$ cat config.mk
export PLATFORM = sky130hd
export DESIGN_NAME = ex_mem_pipe_flat
export DESIGN_NICKNAME = d
export VERILOG_FILES = /design/src/rtl/ex_mem_pkg.sv /design/src/rtl/ex_mem_pipe_if.sv /design/src/rtl/ex_mem_slot.sv /design/src/rtl/ex_mem_pipe.sv /design/src/flat_wrapper.sv
export SDC_FILE = /design/constraint.sdc
export NUM_CORES = 1
export LEC_CHECK = 0
export CAP_MARGIN = 20
export CORE_ASPECT_RATIO = 0.6
export CORE_MARGIN = 2
export CORE_UTILIZATION = 45
export CTS_BUF_LIST = sky130_fd_sc_hd__clkbuf_16
export DETAILED_ROUTE_END_ITERATION = 10
export PLACE_DENSITY = 0.76
export SLEW_MARGIN = 20
export SYNTH_ARGS = -nofsm -noshare
export SYNTH_HDL_FRONTEND = slang
export SYNTH_SLANG_ARGS = --single-unit
$ cat constraint.sdc
create_clock -name Clk -period 5.2 [get_ports Clk]
set_input_delay 0.52 -clock Clk [delete_from_list [all_inputs] [get_ports Clk]]
set_output_delay 0.52 -clock Clk [all_outputs]
set_load 0.01 [all_outputs]
$ cat src/rtl/ex_mem_pkg.sv
// Shared types and default widths for the EX/MEM pipeline stage.
package ex_mem_pkg;

  localparam int DEF_DATA_W = 16;
  localparam int DEF_IDX_W  = 4;

  // Control fields carried alongside the payload.
  typedef struct packed {
    logic reg_write;
    logic memto_reg;
    logic mem_write;
    logic mem_read;
  } ex_mem_ctrl_t;

  // Number of entries held by the stage.
  typedef enum logic [1:0] {
    EMPTY = 2'd0,
    ONE   = 2'd1,
    TWO   = 2'd2
  } ex_mem_state_t;

  // Occupancy count for a given state.
  function automatic logic [1:0] occ_of(input ex_mem_state_t s);
    logic [1:0] occ;
    case (s)
      ONE:     occ = 2'd1;
      TWO:     occ = 2'd2;
      default: occ = 2'd0;
    endcase
    return occ;
  endfunction

endpackage

$ cat src/rtl/ex_mem_pipe_if.sv
// Handshake and payload bundle between execute (side 1) and memory (side 2).
interface ex_mem_pipe_if #(
  parameter int DATA_W = 16,
  parameter int IDX_W  = 4
) ();

  logic              Flush;
  logic              InValid;
  logic              InReady;
  logic              RegWrite1;
  logic              MemotoReg1;
  logic              MemWrite1;
  logic              MemRead1;
  logic [DATA_W-1:0] Result1;
  logic [DATA_W-1:0] DataIn1;
  logic [IDX_W-1:0]  RegWriteIndex1;

  logic              OutValid;
  logic              OutReady;
  logic              RegWrite2;
  logic              MemotoReg2;
  logic              MemWrite2;
  logic              MemRead2;
  logic [DATA_W-1:0] Result2;
  logic [DATA_W-1:0] DataIn2;
  logic [IDX_W-1:0]  RegWriteIndex2;
  logic [1:0]        Occupancy;

  // Environment side: drives the execute-side inputs and the memory-side ready.
  modport master (
    output Flush, InValid, RegWrite1, MemotoReg1, MemWrite1, MemRead1,
           Result1, DataIn1, RegWriteIndex1, OutReady,
    input  InReady, OutValid, RegWrite2, MemotoReg2, MemWrite2, MemRead2,
           Result2, DataIn2, RegWriteIndex2, Occupancy
  );

  // Pipeline stage side.
  modport slave (
    input  Flush, InValid, RegWrite1, MemotoReg1, MemWrite1, MemRead1,
           Result1, DataIn1, RegWriteIndex1, OutReady,
    output InReady, OutValid, RegWrite2, MemotoReg2, MemWrite2, MemRead2,
           Result2, DataIn2, RegWriteIndex2, Occupancy
  );

endinterface

$ cat src/rtl/ex_mem_slot.sv
// One payload register with load enable; clears to zero on reset.
module ex_mem_slot #(
  parameter int W = 8
) (
  input  logic         Clk,
  input  logic         Rst,
  input  logic         load,
  input  logic [W-1:0] d,
  output logic [W-1:0] q
);

  // Capture the payload when loaded, otherwise hold.
  always_ff @(posedge Clk or posedge Rst) begin
    if (Rst) begin
      q <= '0;
    end else if (load) begin
      q <= d;
    end
  end

endmodule

$ cat src/rtl/ex_mem_pipe.sv
// EX/MEM pipeline stage: valid/ready handshake with a two-entry skid buffer,
// synchronous flush and bubble-gated control outputs. InReady is registered so
// the memory stage's ready never reaches execute combinationally.
module ex_mem_pipe
  import ex_mem_pkg::*;
#(
  parameter int DATA_W = DEF_DATA_W,
  parameter int IDX_W  = DEF_IDX_W
) (
  input logic           Clk,
  input logic           Rst,
  ex_mem_pipe_if.slave  bus
);

  localparam int SLOT_W = $bits(ex_mem_ctrl_t) + 2 * DATA_W + IDX_W;

  ex_mem_state_t     state_q;
  ex_mem_state_t     state_d;
  logic              in_ready_q;
  logic              out_valid;
  logic              xfer_in;
  logic              xfer_out;
  logic              main_load;
  logic              skid_load;
  logic              main_from_skid;
  logic [1:0]        occupancy;

  ex_mem_ctrl_t      in_ctrl;
  ex_mem_ctrl_t      main_ctrl;
  logic [SLOT_W-1:0] in_slot;
  logic [SLOT_W-1:0] main_d;
  logic [SLOT_W-1:0] main_p1;
  logic [SLOT_W-1:0] skid_p1;
  logic [DATA_W-1:0] main_result;
  logic [DATA_W-1:0] main_data;
  logic [IDX_W-1:0]  main_idx;

  assign in_ctrl = '{reg_write: bus.RegWrite1, memto_reg: bus.MemotoReg1,
                     mem_write: bus.MemWrite1, mem_read:  bus.MemRead1};
  assign in_slot = {in_ctrl, bus.Result1, bus.DataIn1, bus.RegWriteIndex1};
  assign main_d  = main_from_skid ? skid_p1 : in_slot;
  assign {main_ctrl, main_result, main_data, main_idx} = main_p1;

  assign out_valid = (state_q != EMPTY);
  assign xfer_in   = bus.InValid & in_ready_q & ~bus.Flush;
  assign xfer_out  = out_valid & bus.OutReady;

  // State register and registered ready (ready = next state is not full).
  always_ff @(posedge Clk or posedge Rst) begin
    if (Rst) begin
      state_q    <= EMPTY;
      in_ready_q <= 1'b1;
    end else begin
      state_q    <= state_d;
      in_ready_q <= (state_d != TWO);
    end
  end

  // Next-state: flush wins over every other transition.
  always_comb begin
    state_d = state_q;
    if (bus.Flush) begin
      state_d = EMPTY;
    end else begin
      case (state_q)
        EMPTY:   if (xfer_in) state_d = ONE;
        ONE: begin
          if (xfer_in && !xfer_out)      state_d = TWO;
          else if (!xfer_in && xfer_out) state_d = EMPTY;
        end
        TWO:     if (xfer_out) state_d = ONE;
        default: state_d = EMPTY;
      endcase
    end
  end

  // Slot load enables and occupancy for the current state.
  always_comb begin
    occupancy      = occ_of(state_q);
    main_load      = 1'b0;
    skid_load      = 1'b0;
    main_from_skid = 1'b0;
    if (!bus.Flush) begin
      case (state_q)
        EMPTY: main_load = xfer_in;
        ONE: begin
          main_load = xfer_in & xfer_out;
          skid_load = xfer_in & ~xfer_out;
        end
        TWO: begin
          main_load      = xfer_out;
          main_from_skid = 1'b1;
        end
        default: ;
      endcase
    end
  end

  // Stage boundary: main slot drives the outputs, skid absorbs one overflow entry.
  ex_mem_slot #(.W(SLOT_W)) u_main (
    .Clk  (Clk),
    .Rst  (Rst),
    .load (main_load),
    .d    (main_d),
    .q    (main_p1)
  );

  ex_mem_slot #(.W(SLOT_W)) u_skid (
    .Clk  (Clk),
    .Rst  (Rst),
    .load (skid_load),
    .d    (in_slot),
    .q    (skid_p1)
  );

  assign bus.InReady        = in_ready_q;
  assign bus.OutValid       = out_valid;
  assign bus.Occupancy      = occupancy;
  assign bus.RegWrite2      = main_ctrl.reg_write & out_valid;
  assign bus.MemotoReg2     = main_ctrl.memto_reg & out_valid;
  assign bus.MemWrite2      = main_ctrl.mem_write & out_valid;
  assign bus.MemRead2       = main_ctrl.mem_read  & out_valid;
  assign bus.Result2        = main_result;
  assign bus.DataIn2        = main_data;
  assign bus.RegWriteIndex2 = main_idx;

endmodule

$ cat src/flat_wrapper.sv
// flat-port wrapper written by rule: the top's interface ports become plain ports
module ex_mem_pipe_flat import ex_mem_pkg::*;
#(
  parameter int DATA_W = DEF_DATA_W,
  parameter int IDX_W  = DEF_IDX_W
)
  (Clk, Rst, bus_Flush, bus_InValid, bus_RegWrite1, bus_MemotoReg1, bus_MemWrite1, bus_MemRead1, bus_Result1, bus_DataIn1, bus_RegWriteIndex1, bus_OutReady, bus_InReady, bus_OutValid, bus_RegWrite2, bus_MemotoReg2, bus_MemWrite2, bus_MemRead2, bus_Result2, bus_DataIn2, bus_RegWriteIndex2, bus_Occupancy);
  ex_mem_pipe_if #(.DATA_W(DATA_W), .IDX_W(IDX_W)) bus_i ();
  input logic Clk;
  input logic Rst;
  input wire logic [$bits(bus_i.Flush)-1:0] bus_Flush;
  input wire logic [$bits(bus_i.InValid)-1:0] bus_InValid;
  input wire logic [$bits(bus_i.RegWrite1)-1:0] bus_RegWrite1;
  input wire logic [$bits(bus_i.MemotoReg1)-1:0] bus_MemotoReg1;
  input wire logic [$bits(bus_i.MemWrite1)-1:0] bus_MemWrite1;
  input wire logic [$bits(bus_i.MemRead1)-1:0] bus_MemRead1;
  input wire logic [$bits(bus_i.Result1)-1:0] bus_Result1;
  input wire logic [$bits(bus_i.DataIn1)-1:0] bus_DataIn1;
  input wire logic [$bits(bus_i.RegWriteIndex1)-1:0] bus_RegWriteIndex1;
  input wire logic [$bits(bus_i.OutReady)-1:0] bus_OutReady;
  output wire logic [$bits(bus_i.InReady)-1:0] bus_InReady;
  output wire logic [$bits(bus_i.OutValid)-1:0] bus_OutValid;
  output wire logic [$bits(bus_i.RegWrite2)-1:0] bus_RegWrite2;
  output wire logic [$bits(bus_i.MemotoReg2)-1:0] bus_MemotoReg2;
  output wire logic [$bits(bus_i.MemWrite2)-1:0] bus_MemWrite2;
  output wire logic [$bits(bus_i.MemRead2)-1:0] bus_MemRead2;
  output wire logic [$bits(bus_i.Result2)-1:0] bus_Result2;
  output wire logic [$bits(bus_i.DataIn2)-1:0] bus_DataIn2;
  output wire logic [$bits(bus_i.RegWriteIndex2)-1:0] bus_RegWriteIndex2;
  output wire logic [$bits(bus_i.Occupancy)-1:0] bus_Occupancy;
  assign bus_i.Flush = bus_Flush;
  assign bus_i.InValid = bus_InValid;
  assign bus_i.RegWrite1 = bus_RegWrite1;
  assign bus_i.MemotoReg1 = bus_MemotoReg1;
  assign bus_i.MemWrite1 = bus_MemWrite1;
  assign bus_i.MemRead1 = bus_MemRead1;
  assign bus_i.Result1 = bus_Result1;
  assign bus_i.DataIn1 = bus_DataIn1;
  assign bus_i.RegWriteIndex1 = bus_RegWriteIndex1;
  assign bus_i.OutReady = bus_OutReady;
  assign bus_InReady = bus_i.InReady;
  assign bus_OutValid = bus_i.OutValid;
  assign bus_RegWrite2 = bus_i.RegWrite2;
  assign bus_MemotoReg2 = bus_i.MemotoReg2;
  assign bus_MemWrite2 = bus_i.MemWrite2;
  assign bus_MemRead2 = bus_i.MemRead2;
  assign bus_Result2 = bus_i.Result2;
  assign bus_DataIn2 = bus_i.DataIn2;
  assign bus_RegWriteIndex2 = bus_i.RegWriteIndex2;
  assign bus_Occupancy = bus_i.Occupancy;
  ex_mem_pipe #(.DATA_W(DATA_W), .IDX_W(IDX_W)) u_core (.Clk(Clk), .Rst(Rst), .bus(bus_i));
endmodule
==> flow_summary.json <==
{
  "worst_skew_pair.late_latency_ns": 0.33,
  "critical_path.reg2reg.endpoint": "u_core.u_skid.q[11]",
  "max_slew_margin_pct": 29.12,
  "die_extent_in_y_um": 77.20,
  "reg2reg_path_depth": 4,
  "top_layer": "met4",
  "fraction_of_final_layout_cells_with_drive_strength_greater_than_1_pct": 26.47,
  "placed_area_um2": 4641,
  "die_boundary_width_um": 126,
  "root_buffer": "clkbuf_16",
  "initial_core_util_pct": 46.79,
  "synth.top_cells.by_area": "dfrtp_1 (51%), mux2_2 (11%), mux2i_1 (10%), a21oi_2 (8.7%), buf_4 (7.1%)",
  "drt_wl_total_um": 7206,
  "cpMaxStageDelayCell": "nand2_2",
  "cts_resized": 0,
  "tritoncts.num_buffers": 9,
  "port_buffers": 88,
  "endpoint_kind": "register",
  "sequential_share_of_the_synthesized_area_pct": 51.71,
  "worst_ir_drop_on_vdd_uv": 173.8,
  "crit_path_cell_trace": "clkdlybuf4s50_1, nand2_1, nor3_1, nand2_2, mux2_2",
  "yosys_warnings": 0,
  "regToRegSetupSlack_ns": 3.04,
  "detailedPlacementHpwl_um": 4703,
  "detailroute.wirelength.met3_um": 472,
  "start_kind": "input pin",
  "synthesized_cell_area_um2": 4019,
  "tightestPinTransition_ns": 1.059,
  "io-pin-count": 89,
  "final-setup-viol-count": 0,
  "grt_pass1_wl_um": 12120,
  "maxClockFrequency_ghz": 0.4285,
  "post_layout_nonfiller_instances": 486,
  "coreArea_um2": 8588,
  "placementRows": 26,
  "cp_data_arrival_time_ns": 2.55,
  "drt.antenna.violating_nets": 0,
  "grt_start_max_net_pins": 81,
  "clock_skew_ns": 0.004380,
  "timing.rr.start": "u_core.bus.InReady",
  "worstPathRequired_ns": 5.42,
  "dr_wl_met2_um": 3254,
  "synth_cell_types": 24,
  "path_max_fanout": 41,
  "slew_violations": 0,
  "route.layer.met1.wl_um": 3397,
  "layout_min_cycle_time_ns": 2.334,
  "wire_per_inst_um": 14.83,
  "viasPerCell": 4.854,
  "post-cts-setup-buffers": 0,
  "h_tree_levels": 3,
  "number_of_hold_violations_in_the_final_report": 0,
  "areaGrowthSynthToFinish_pct": 21.79,
  "whs_path_depth": 1,
  "clock_path_buffers": 2,
  "max-cap-violations": 0,
  "synth_seq_cells": 83,
  "number_of_fillers_in_the_final_layout": 737,
  "total_global_routing_track_utilization_pct": 16.07,
  "syn_nets": 365,
  "layout.cells.most_common": "clkdlybuf4s50_1",
  "cts_num_sinks": 83,
  "insertedDiodeCount": 0,
  "p_leak_nw": 2.278,
  "final_area_um2": 4895,
  "power.density_cell_area_nw_per_um2": 375.3,
  "setup_repair_after_global_routing_missed_its_margin": "no",
  "place.detailed.instances": 470,
  "status": "complete, no violations",
  "dieArea_um2": 9727,
  "drt_first_iter_violations": 93,
  "gpl.final_weighted_congestion": 0.7388,
  "critPathKind": "input pin to register",
  "cts_tree": "built",
  "holdCritStartpoint": "u_core.u_skid.q[7]",
  "first_global_vias": 2490,
  "final_clock_period_utilization_by_the_worst_path_pct": 44.88,
  "mostFrequentLayoutCells": "clkdlybuf4s50_1 (88), dfrtp_1 (82), nor2_1 (41)",
  "worst_path_largest_cell_delay_ns": 0.64,
  "hp-class": "register to register",
  "count_of_nets_after_finishing": 414,
  "synthesis.instances": 320,
  "drc_markers": 0,
  "timing.hold.worst_endpoint": "u_core.u_skid.q[7]",
  "holdBufCountCts": 0,
  "syn-mean-instance-area_um2": 12.56,
  "cell_accounting_for_the_most_synthesized_area": "dfrtp_1",
  "grt_antenna_before_repair": 0,
  "grt-ovfl-total": 0,
  "total_via_count_in_the_routed_design": 2359,
  "yosysTopAreaCellShare_pct": 51.06,
  "setup-tns-final_ns": 0,
  "drtPass1Iterations": 4,
  "path_clk_slew_ns": 0.06
}
-- synthesized netlist by cell type --
cell,n
dfrtp_1,82
nor2_1,41
a21oi_2,40
mux2_2,40
mux2i_1,40
buf_4,38
buf_6,8
buf_2,5
inv_1,4
nor2b_1,4
clkbuf_8,2
nand2_1,2
nand2b_1,2
nand3b_1,2
a21o_1,1
a221o_1,1
a31oi_1,1
a31oi_4,1
and2b_1,1
dfstp_2,1
nand3_1,1
nand4b_1,1
nand4bb_1,1
nor3_1,1
-- critical path, delay by kind of cell --
family / cells / cell delay (ns)
multiplexers: 1 / 0.53
buffers and inverters: 1 / 0.53
AND/OR/NAND/NOR: 3 / 0.94
-- cells by family (layout without fill, tap and decap cells) --
kind of cell | count (synthesis) | after routing | share of synthesized area (%)
AO/OA/AOI/OAI | 44 | 44 | 9.838
buffers and inverters | 57 | 111 | 11.02
flip-flops | 83 | 83 | 51.71
multiplexers | 80 | 80 | 21.17
AND/OR/NAND/NOR | 56 | 56 | 6.258
-- through the flow --
| stage | power, mW | utilization, % | hold slack (ns) | setup slack [ns] |
|---|---|---|---|---|
| after floorplan | 1.182 | - | 0.4786 | 2.545 |
| after global placement | 1.284 | 54.04 | 0.4856 | 2.587 |
| after detailed placement | 1.307 | 54.04 | 0.4927 | 2.472 |
| after CTS | 1.865 | 56.99 | 0.5050 | 2.830 |
| after global routing | 1.944 | 56.99 | 0.5133 | 2.719 |
| final | 1.837 | 56.99 | 0.5031 | 2.866 |
-- registers in the layout, summed over array words and instances (netlist names) --
name / flops
u_core.u_skid.q: 40
u_core.bus.InReady: 1
u_core.state_q: 2
u_core.u_main.q: 40
-- routing by layer --
layer  up-vias  GRT usage (%)
li1       1155              -
met1      1135          21.13
met2        62          23.98
met3         7          6.420
met4         0          6.044
met5         -              0
-- worst max-delay path by stage --
stage                            start                   to
after floorplan                    Rst    u_core.state_q[0]
after global placement     bus_InValid  u_core.u_skid.q[10]
after detailed placement   bus_InValid  u_core.u_skid.q[11]
after CTS                  bus_InValid  u_core.u_skid.q[11]
after global routing      bus_OutReady  u_core.u_main.q[34]
final                      bus_InValid  u_core.u_skid.q[11]
-- cell type report --
cell class	count	area, um^2	area share [%]
sequential	83	2078	42.46
multi-input combinational	180	1503	30.70
timing repair buffer	91	903.4	18.46
clock buffer	9	225.2	4.601
tap	112	140.1	2.863
clock inverter	7	28.78	0.5879
inverter	4	16.27	0.3323
-- power breakdown --
| group | switching, mW | internal [mW] | total, mW |
|---|---|---|---|
| registers | 0.0746 | 0.796 | 0.870 |
| clock network | 0.237 | 0.313 | 0.550 |
| logic | 0.168 | 0.249 | 0.417 |
No activity file was read; power rests on OpenSTA's default activity.
